--- src/rtl/hazard_unit_pkg.sv ---
// Shared types for the pipeline hazard unit: forwarding selects and the
// mult/div interlock state encoding.
package hazard_unit_pkg;

    typedef enum logic [1:0] {
        FWD_RF  = 2'd0,
        FWD_WB  = 2'd1,
        FWD_MEM = 2'd2
    } fwd_sel_t;

    typedef enum logic {
        MD_IDLE = 1'b0,
        MD_BUSY = 1'b1
    } md_state_t;

endpackage

--- src/rtl/md_interlock.sv ---
// Mult/div occupancy tracker. A start in MD_IDLE loads the latency counter
// with N-1; the unit stays busy until the counter reaches 1, at which point
// done pulses for one cycle. Together with the start cycle itself, HI/LO
// readers are held exactly N cycles.
module md_interlock
    import hazard_unit_pkg::*;
#(
    parameter int MUL_CYCLES = 4,
    parameter int DIV_CYCLES = 32
) (
    input  logic clock,
    input  logic reset,
    input  logic start,
    input  logic is_div,
    output logic busy,
    output logic done
);

    localparam int MAX_CYCLES = (DIV_CYCLES > MUL_CYCLES) ? DIV_CYCLES : MUL_CYCLES;
    localparam int CNT_W      = $clog2(MAX_CYCLES);
    localparam logic [CNT_W-1:0] MUL_LOAD = CNT_W'(MUL_CYCLES - 1);
    localparam logic [CNT_W-1:0] DIV_LOAD = CNT_W'(DIV_CYCLES - 1);
    localparam logic [CNT_W-1:0] CNT_ONE  = CNT_W'(1);

    md_state_t        state;
    logic [CNT_W-1:0] count;

    // Occupancy FSM and latency countdown; a start while busy is dropped.
    always_ff @(posedge clock) begin
        if (reset) begin
            state <= MD_IDLE;
            count <= '0;
        end else begin
            case (state)
                MD_IDLE: begin
                    if (start) begin
                        state <= MD_BUSY;
                        count <= is_div ? DIV_LOAD : MUL_LOAD;
                    end
                end
                MD_BUSY: begin
                    count <= count - CNT_ONE;
                    if (count == CNT_ONE)
                        state <= MD_IDLE;
                end
                default: state <= MD_IDLE;
            endcase
        end
    end

    assign busy = !reset && (state == MD_BUSY);
    assign done = busy && (count == CNT_ONE);

    // The decode interlock should make an overlapping issue impossible.
    a_md_overlap: assert property (@(posedge clock) disable iff (reset)
        !(state == MD_BUSY && start));

endmodule

--- src/rtl/hazard_unit.sv ---
// Pipeline hazard unit: stall/flush for load-use, decode-branch and HI/LO
// interlocks, plus E- and D-stage forwarding selects.
// Build option: HAZARD_FORWARD_EN enables forwarding; without it all
// forwarding selects are 0 and any in-flight RAW dependency stalls decode.
module hazard_unit
    import hazard_unit_pkg::*;
#(
    parameter int RA_W       = 5,
    parameter int MUL_CYCLES = 4,
    parameter int DIV_CYCLES = 32
) (
    input  logic            clock,
    input  logic            reset,
    input  logic [RA_W-1:0] d_rs,
    input  logic [RA_W-1:0] d_rt,
    input  logic            d_branch,
    input  logic            d_md_use,
    input  logic [RA_W-1:0] e_rs,
    input  logic [RA_W-1:0] e_rt,
    input  logic [RA_W-1:0] e_rf_wa,
    input  logic            e_rf_we,
    input  logic            e_is_load,
    input  logic            e_md_start,
    input  logic            e_md_is_div,
    input  logic [RA_W-1:0] m_rf_wa,
    input  logic            m_rf_we,
    input  logic            m_is_load,
    input  logic [RA_W-1:0] w_rf_wa,
    input  logic            w_rf_we,
    output logic            stall_f,
    output logic            stall_d,
    output logic            flush_e,
    output logic [1:0]      fwd_a_e,
    output logic [1:0]      fwd_b_e,
    output logic            fwd_a_d,
    output logic            fwd_b_d,
    output logic            md_busy,
    output logic            md_done
);

    // $0 is hardwired zero, so it never creates a dependency.
    function automatic logic match(input logic [RA_W-1:0] x, input logic [RA_W-1:0] y);
        return (x != '0) && (x == y);
    endfunction

    logic     md_stall, hz_stall;
    fwd_sel_t fwd_a, fwd_b;
    logic     fwd_ad, fwd_bd;

    md_interlock #(
        .MUL_CYCLES (MUL_CYCLES),
        .DIV_CYCLES (DIV_CYCLES)
    ) u_md_interlock (
        .clock  (clock),
        .reset  (reset),
        .start  (e_md_start),
        .is_div (e_md_is_div),
        .busy   (md_busy),
        .done   (md_done)
    );

    // HI/LO readers wait for the unit, including the cycle the op issues.
    assign md_stall = d_md_use && (md_busy || e_md_start);

`ifdef HAZARD_FORWARD_EN
    logic lw_stall, br_stall;

    // E-stage ALU operand selects; the younger M result beats W.
    always_comb begin
        fwd_a = FWD_RF;
        fwd_b = FWD_RF;
        if (m_rf_we && match(m_rf_wa, e_rs))      fwd_a = FWD_MEM;
        else if (w_rf_we && match(w_rf_wa, e_rs)) fwd_a = FWD_WB;
        if (m_rf_we && match(m_rf_wa, e_rt))      fwd_b = FWD_MEM;
        else if (w_rf_we && match(w_rf_wa, e_rt)) fwd_b = FWD_WB;
    end

    // Only an ALU result is available in M early enough for the D compare.
    assign fwd_ad = d_branch && m_rf_we && !m_is_load && match(m_rf_wa, d_rs);
    assign fwd_bd = d_branch && m_rf_we && !m_is_load && match(m_rf_wa, d_rt);

    assign lw_stall = e_is_load && e_rf_we && (match(e_rf_wa, d_rs) || match(e_rf_wa, d_rt));
    assign br_stall = d_branch &&
                      ((e_rf_we && (match(e_rf_wa, d_rs) || match(e_rf_wa, d_rt))) ||
                       (m_is_load && (match(m_rf_wa, d_rs) || match(m_rf_wa, d_rt))));
    assign hz_stall = lw_stall || br_stall;
`else
    logic unused_nofwd;

    assign fwd_a  = FWD_RF;
    assign fwd_b  = FWD_RF;
    assign fwd_ad = 1'b0;
    assign fwd_bd = 1'b0;

    // Without bypassing, any pending E/M write to a D source must drain.
    // W needs no stall because the RF writes before it is read.
    assign hz_stall = (e_rf_we && (match(e_rf_wa, d_rs) || match(e_rf_wa, d_rt))) ||
                      (m_rf_we && (match(m_rf_wa, d_rs) || match(m_rf_wa, d_rt)));
    assign unused_nofwd = ^{d_branch, e_is_load, m_is_load, e_rs, e_rt, w_rf_wa, w_rf_we};
`endif

    assign stall_f = !reset && (hz_stall || md_stall);
    assign stall_d = stall_f;
    assign flush_e = stall_f;
    assign fwd_a_e = reset ? 2'b00 : fwd_a;
    assign fwd_b_e = reset ? 2'b00 : fwd_b;
    assign fwd_a_d = !reset && fwd_ad;
    assign fwd_b_d = !reset && fwd_bd;

endmodule

--- config.mk ---
export PLATFORM = sky130hd
export DESIGN_NAME = hazard_unit
export DESIGN_NICKNAME = d
export VERILOG_FILES = /design/src/rtl/hazard_unit_pkg.sv /design/src/rtl/md_interlock.sv /design/src/rtl/hazard_unit.sv
export SDC_FILE = /design/constraint.sdc
export NUM_CORES = 1
export LEC_CHECK = 0
export BUFFER_PORTS_ARGS = -buffer_cell sky130_fd_sc_hd__buf_2
export CORE_MARGIN = 10
export CORE_UTILIZATION = 31
export DETAILED_ROUTE_END_ITERATION = 12
export PLACE_DENSITY = 0.68
export SLEW_MARGIN = 20
export SYNTH_ARGS = -nofsm -noshare
export SYNTH_HDL_FRONTEND = slang
export SYNTH_SLANG_ARGS = --single-unit
--- constraint.sdc ---
create_clock -name clock -period 1.75 [get_ports clock]
set_input_delay 0.0875 -clock clock [delete_from_list [all_inputs] [get_ports clock]]
set_output_delay 0.0875 -clock clock [all_outputs]
set_load 0.01 [all_outputs]
Word level (Yosys, flattened, before mapping)
Index checks and enable logic that the tools add are counted.
- mux-type cells: 6
- multipliers: 0
- bitwise logic cells: 1
- magnitude comparators: 0
- shifts and indexed selects: 0
- equal/unequal tests: 6
- reductions and logical operators: 18
- div/mod/pow operators: 0
- add/sub/neg operators: 1
- operators by type and width (cell ; count):
    $eq 5x5->1 ; 4
    $logic_and 1x1->1 ; 10
    $mux 5 ; 2
    $pmux 5 s2 ; 1
    $reduce_bool 5->1 ; 2
    $eq 5x1->1 const B ; 1
    $logic_or 1x1->1 ; 5
    $sub 5x1->5 const B ; 1
    $mux 1 ; 2
    $ne 2x2->1 const B ; 1
    $pmux 1 s2 ; 1
    $logic_not 1->1 ; 1
    $not 1->1 ; 1
- logic and storage cells: 34
- bits in latches: 0
- memories kept: 0
- bits in registers: 6
- input bits: 46
- bits in read-only memories: 0
- RAM bits: 0

Logic depth before layout (Yosys ltp)
- word-level depth: 7
- gate-level depth with buffers: 6
- gate-level depth less buffers: 5

Hierarchy
A second synthesis with hierarchy kept.
- cells, all modules: 84
- area, all modules: 679.4 µm²
- modules (own cells, without submodules) (module ; times used ; seq. area each (µm²) ; cells an instance ; area an instance (µm²)):
    md_interlock ; 1 ; 120.1 ; 38 ; 344.1
    hazard_unit ; 1 ; 0.0 ; 46 ; 335.3

Worst setup path before layout
No wires, ideal clock.
- path kind: register to register
- start point: reg u_md_interlock.count[0]
- end point: reg u_md_interlock.count[4]
- clock period less this slack: 1.293 ns
- data arrival time: 1.181 ns
- buffers on the path: 0
- slack: 0.457 ns
- cell stages (with the launch flop): 6
- path through: dfxtp_1 inv_1 ha_1 nor2b_1 and3_1 a2111oi_1
- longest elaborated chain between the ends: 2
- RTL lines (element ; line ; text):
    start, declared ; md_interlock.sv:26 ; logic [CNT_W-1:0] count;
    start signal, assigned ; md_interlock.sv:38 ; count <= is_div ? DIV_LOAD : MUL_LOAD;
    start signal, assigned ; md_interlock.sv:42 ; count <= count - CNT_ONE;
    $sub 5x1->5 ; md_interlock.sv:42 ;
    $pmux 5 s2 ; md_interlock.sv:34 ; case (state)
No other way between the ends.
A chain may end at the register's enable or synchronous reset.

Worst setup path in the final report
- start point: reg u_md_interlock.state
- end point: out md_done
- longest elaborated chain between the ends: 2
- RTL lines (element ; line ; text):
    start, declared ; md_interlock.sv:25 ; md_state_t state;
    start signal, assigned ; md_interlock.sv:31 ; state <= MD_IDLE;
    start signal, assigned ; md_interlock.sv:37 ; state <= MD_BUSY;
    start signal, assigned ; md_interlock.sv:44 ; state <= MD_IDLE;
    $logic_and 1x1->1 ; md_interlock.sv:51 ; assign busy = !reset && (state == MD_BUSY);
    $logic_and 1x1->1 ; md_interlock.sv:52 ; assign done = busy && (count == CNT_ONE);
    end, declared ; hazard_unit.sv:38 ; output logic md_done
No other way between the ends.

==> results by group <==
Run status
  • Status: finished, final reports clean

Power
  • Int Power: 0.000316 W
  • Pwr/cell area: 585 nW/um2
  • Clk pwr share: 27.7%
  • Comb pwr share: 37.3%
  • P_sw: 0.000158 W
  • Leakage Power: 0.356 nW
  • Power Total: 0.000474 W
  • VDD IR-drop max: 0.259 mV
  • Sw Ratio: 33.4%
  • Seq pwr share: 35.0%

STA
  • Tcrit/Tclk final: 86.0%
  • RSZ-0062 raised after global routing: false
  • Final slew viol count: 0
  • Final setup viols: 0
  • Slack of the critical path: 0.245 ns
  • Final Hold Viols: 0
  • Post-layout minimum cycle time: 1.50 ns
  • Final setup TNS: 0 ns
  • Worst Skew: 0.00191 ns
  • Fmax: 664 MHz

Die
  • Core area: 1980 um2
  • Die Width: 65.9 um
  • Initial core utilization: 33.0%
  • Rows: 16
  • Die height: 65.9 um
  • Die area: 4350 um2
  • Ports: 57

Critical path
  • CP arrival: 1.42 ns
  • Crit Path Max Fanout: 11
  • Startpoint Class: flop
  • Kind of critical path: reg2out
  • CP max stage cell: dfxtp_1
  • Cell Chain, Critical Path: nor2b_1, nand3_1, nor2_1, buf_2
  • Critical Path Sink Type: output pin
  • Largest stage delay on the critical path: 0.51 ns
  • Critical Path RT: 1.66 ns

GRT
  • First-pass GRT wire length: 3220 um
  • Largest net degree at the start of global routing: 12
  • Initial antenna violation count: 0
  • Total track usage: 9.23%
  • Number of global-route vias before repair: 721
  • Grt ovf: 0

Detailed routing
  • Post-route ant nets: 0
  • Met3 wire len: 250 um
  • Total Wirelength: 1910 um
  • WL met1: 802 um
  • Met2 wire length: 832 um
  • # DRC: 0
  • Highest Signal Layer: met4
  • Wirelength per Cell: 13.5 um
  • Via Count: 669
  • Vias per std cell: 4.71
  • Initial DRC Count: 34
  • DRT Pass-1 Iters: 4

Placement
  • Cell count after placement: 139
  • Routability Congestion: 0.849
  • Pre-CTS WS: 0.295 ns
  • DP Wirelength: 1650 um
  • I/O Buffers: 31

CTS
  • CTS root buffer: clkbuf_4
  • Hold_buf cts: 0
  • Clk buf depth: 2
  • Clock latency on the worst-skew pair: 0.25 ns
  • H-tree depth: 1
  • CTS Sinks: 6
  • TritonCTS clock tree: yes
  • Number of gates resized after cts: 0
  • Num CTS Buffers: 3
  • Worst-path clk slew: 0.05 ns
  • Setup bufs post-CTS: 0

Yosys
  • Yosys warns: 0
  • Register bit count reported by yosys: 6
  • Count of cell types in the netlist: 22
  • Cells after synthesis: 86
  • Synth Cell Area: 654 um2
  • Avg Inst Size Synth: 7.61 um2
  • Seq/Total Area, Yosys: 18.4%

Layout
  • Final nets: 165
  • Commonest non-fill, non-tap cell in the layout: buf_2
  • Leading cell types in the layout, fill and taps excluded: buf_2 (31), xnor2_1 (20), nand2_1 (8)
  • Multi-input gate area: 463 um2
  • P&R area growth vs syn: 23.7%
  • Layout cells sized above 1: 29.6%
  • Fin util: 40.8%
  • Register area: 120 um2
  • Cell Count, Final, Fillers Out: 142
  • Fill cells: 217
  • Number of antenna diodes: 0

Min path
  • Tightest Hold Check Type: in2reg

Run
  • Max cap viols: 0
-- per-layer routing --
layer	vias to the layer above	global-route usage (%)
li1	336	-
met1	298	10.0
met2	32	14.5
met3	3	5.08
met5	-	0
met4	0	3.93
-- area by class of cell --
type	count	share of cell area, %
Timing Repair Buffer	31	19.2
Sequential cell	6	14.8
Inverter	4	1.85
Clock buffer	3	2.78
Tap cell	27	4.17
Multi-Input combinational cell	71	57.2
-- path summary, 6_finish.rpt --
kind / startpoint / to / slack [ns] / cells after the start
max: u_md_interlock.state / md_done / 0.25 / 4
min: e_md_is_div / u_md_interlock.count[4] / 0.11 / 3
max reg2reg: u_md_interlock.count[0] / u_md_interlock.count[4] / 0.29 / 5
min reg2reg: u_md_interlock.count[3] / u_md_interlock.count[3] / 0.51 / 2
-- worst max-delay path: cells and delay by family, from the launching register on --
kind / cells / cell delay [ns]
buffers and inverters: 1 / 0.14
DFF: 1 / 0.51
and+or+nand+nor: 3 / 0.53
-- power by group through the flow --
stage	clock network [W]	registers (W)	logic, W
after detailed placement	0	0.000168	0.000177
after global routing	0.000148	0.000169	0.000201
final	0.000131	0.000166	0.000177
after global placement	0	0.000167	0.000169
after floorplan	0	0.000162	0.000130
after CTS	0.000137	0.000166	0.000178
-- through the flow --
| step | hold slack, ns | instance area [um2] |
|---|---|---|
| after floorplan | 0.224 | 673 |
| after global placement | 0.345 | 787 |
| after detailed placement | 0.373 | 787 |
| after CTS | 0.107 | 810 |
| after global routing | 0.135 | 810 |
| final | 0.114 | 810 |
-- cell families (layout without fill, tap and decap cells) --
| group | count (synthesis) | after routing | synth area share [%] |
|---|---|---|---|
| adders and majority gates | 2 | 2 | 3.82 |
| and+or+nand+nor | 31 | 31 | 23.7 |
| buffers and inverters | 14 | 38 | 13.8 |
| xor gates and xnor gates | 20 | 20 | 26.8 |
| DFF | 6 | 6 | 18.4 |
| AOI/OAI and AO/OA | 12 | 12 | 13.0 |
| other | 1 | 6 | 0.573 |
-- Yosys cell counts, drive strengths merged --
cell type	n	area [um2]
xnor2	20	175
buf	9	71.3
nand2	8	30.0
dfxtp	6	120
nand3	6	30.0
nor2b	6	37.5
inv	4	15.0
nor2	4	15.0
a211oi	3	22.5
nor3	3	15.0
a31oi	2	12.5
ha	2	25.0
o2111ai	2	17.5
o21ai	2	10.0
o22ai	2	12.5
or4	2	15.0
a2111oi	1	10.0
and2	1	6.26
and3	1	6.26
clkbuf	1	3.75
conb	1	3.75
-- sequential cells by signal (all words and copies together) (netlist names) --
signal and cells:
u_md_interlock.state 1, u_md_interlock.count 5
No activity file was read; power rests on OpenSTA's default activity.
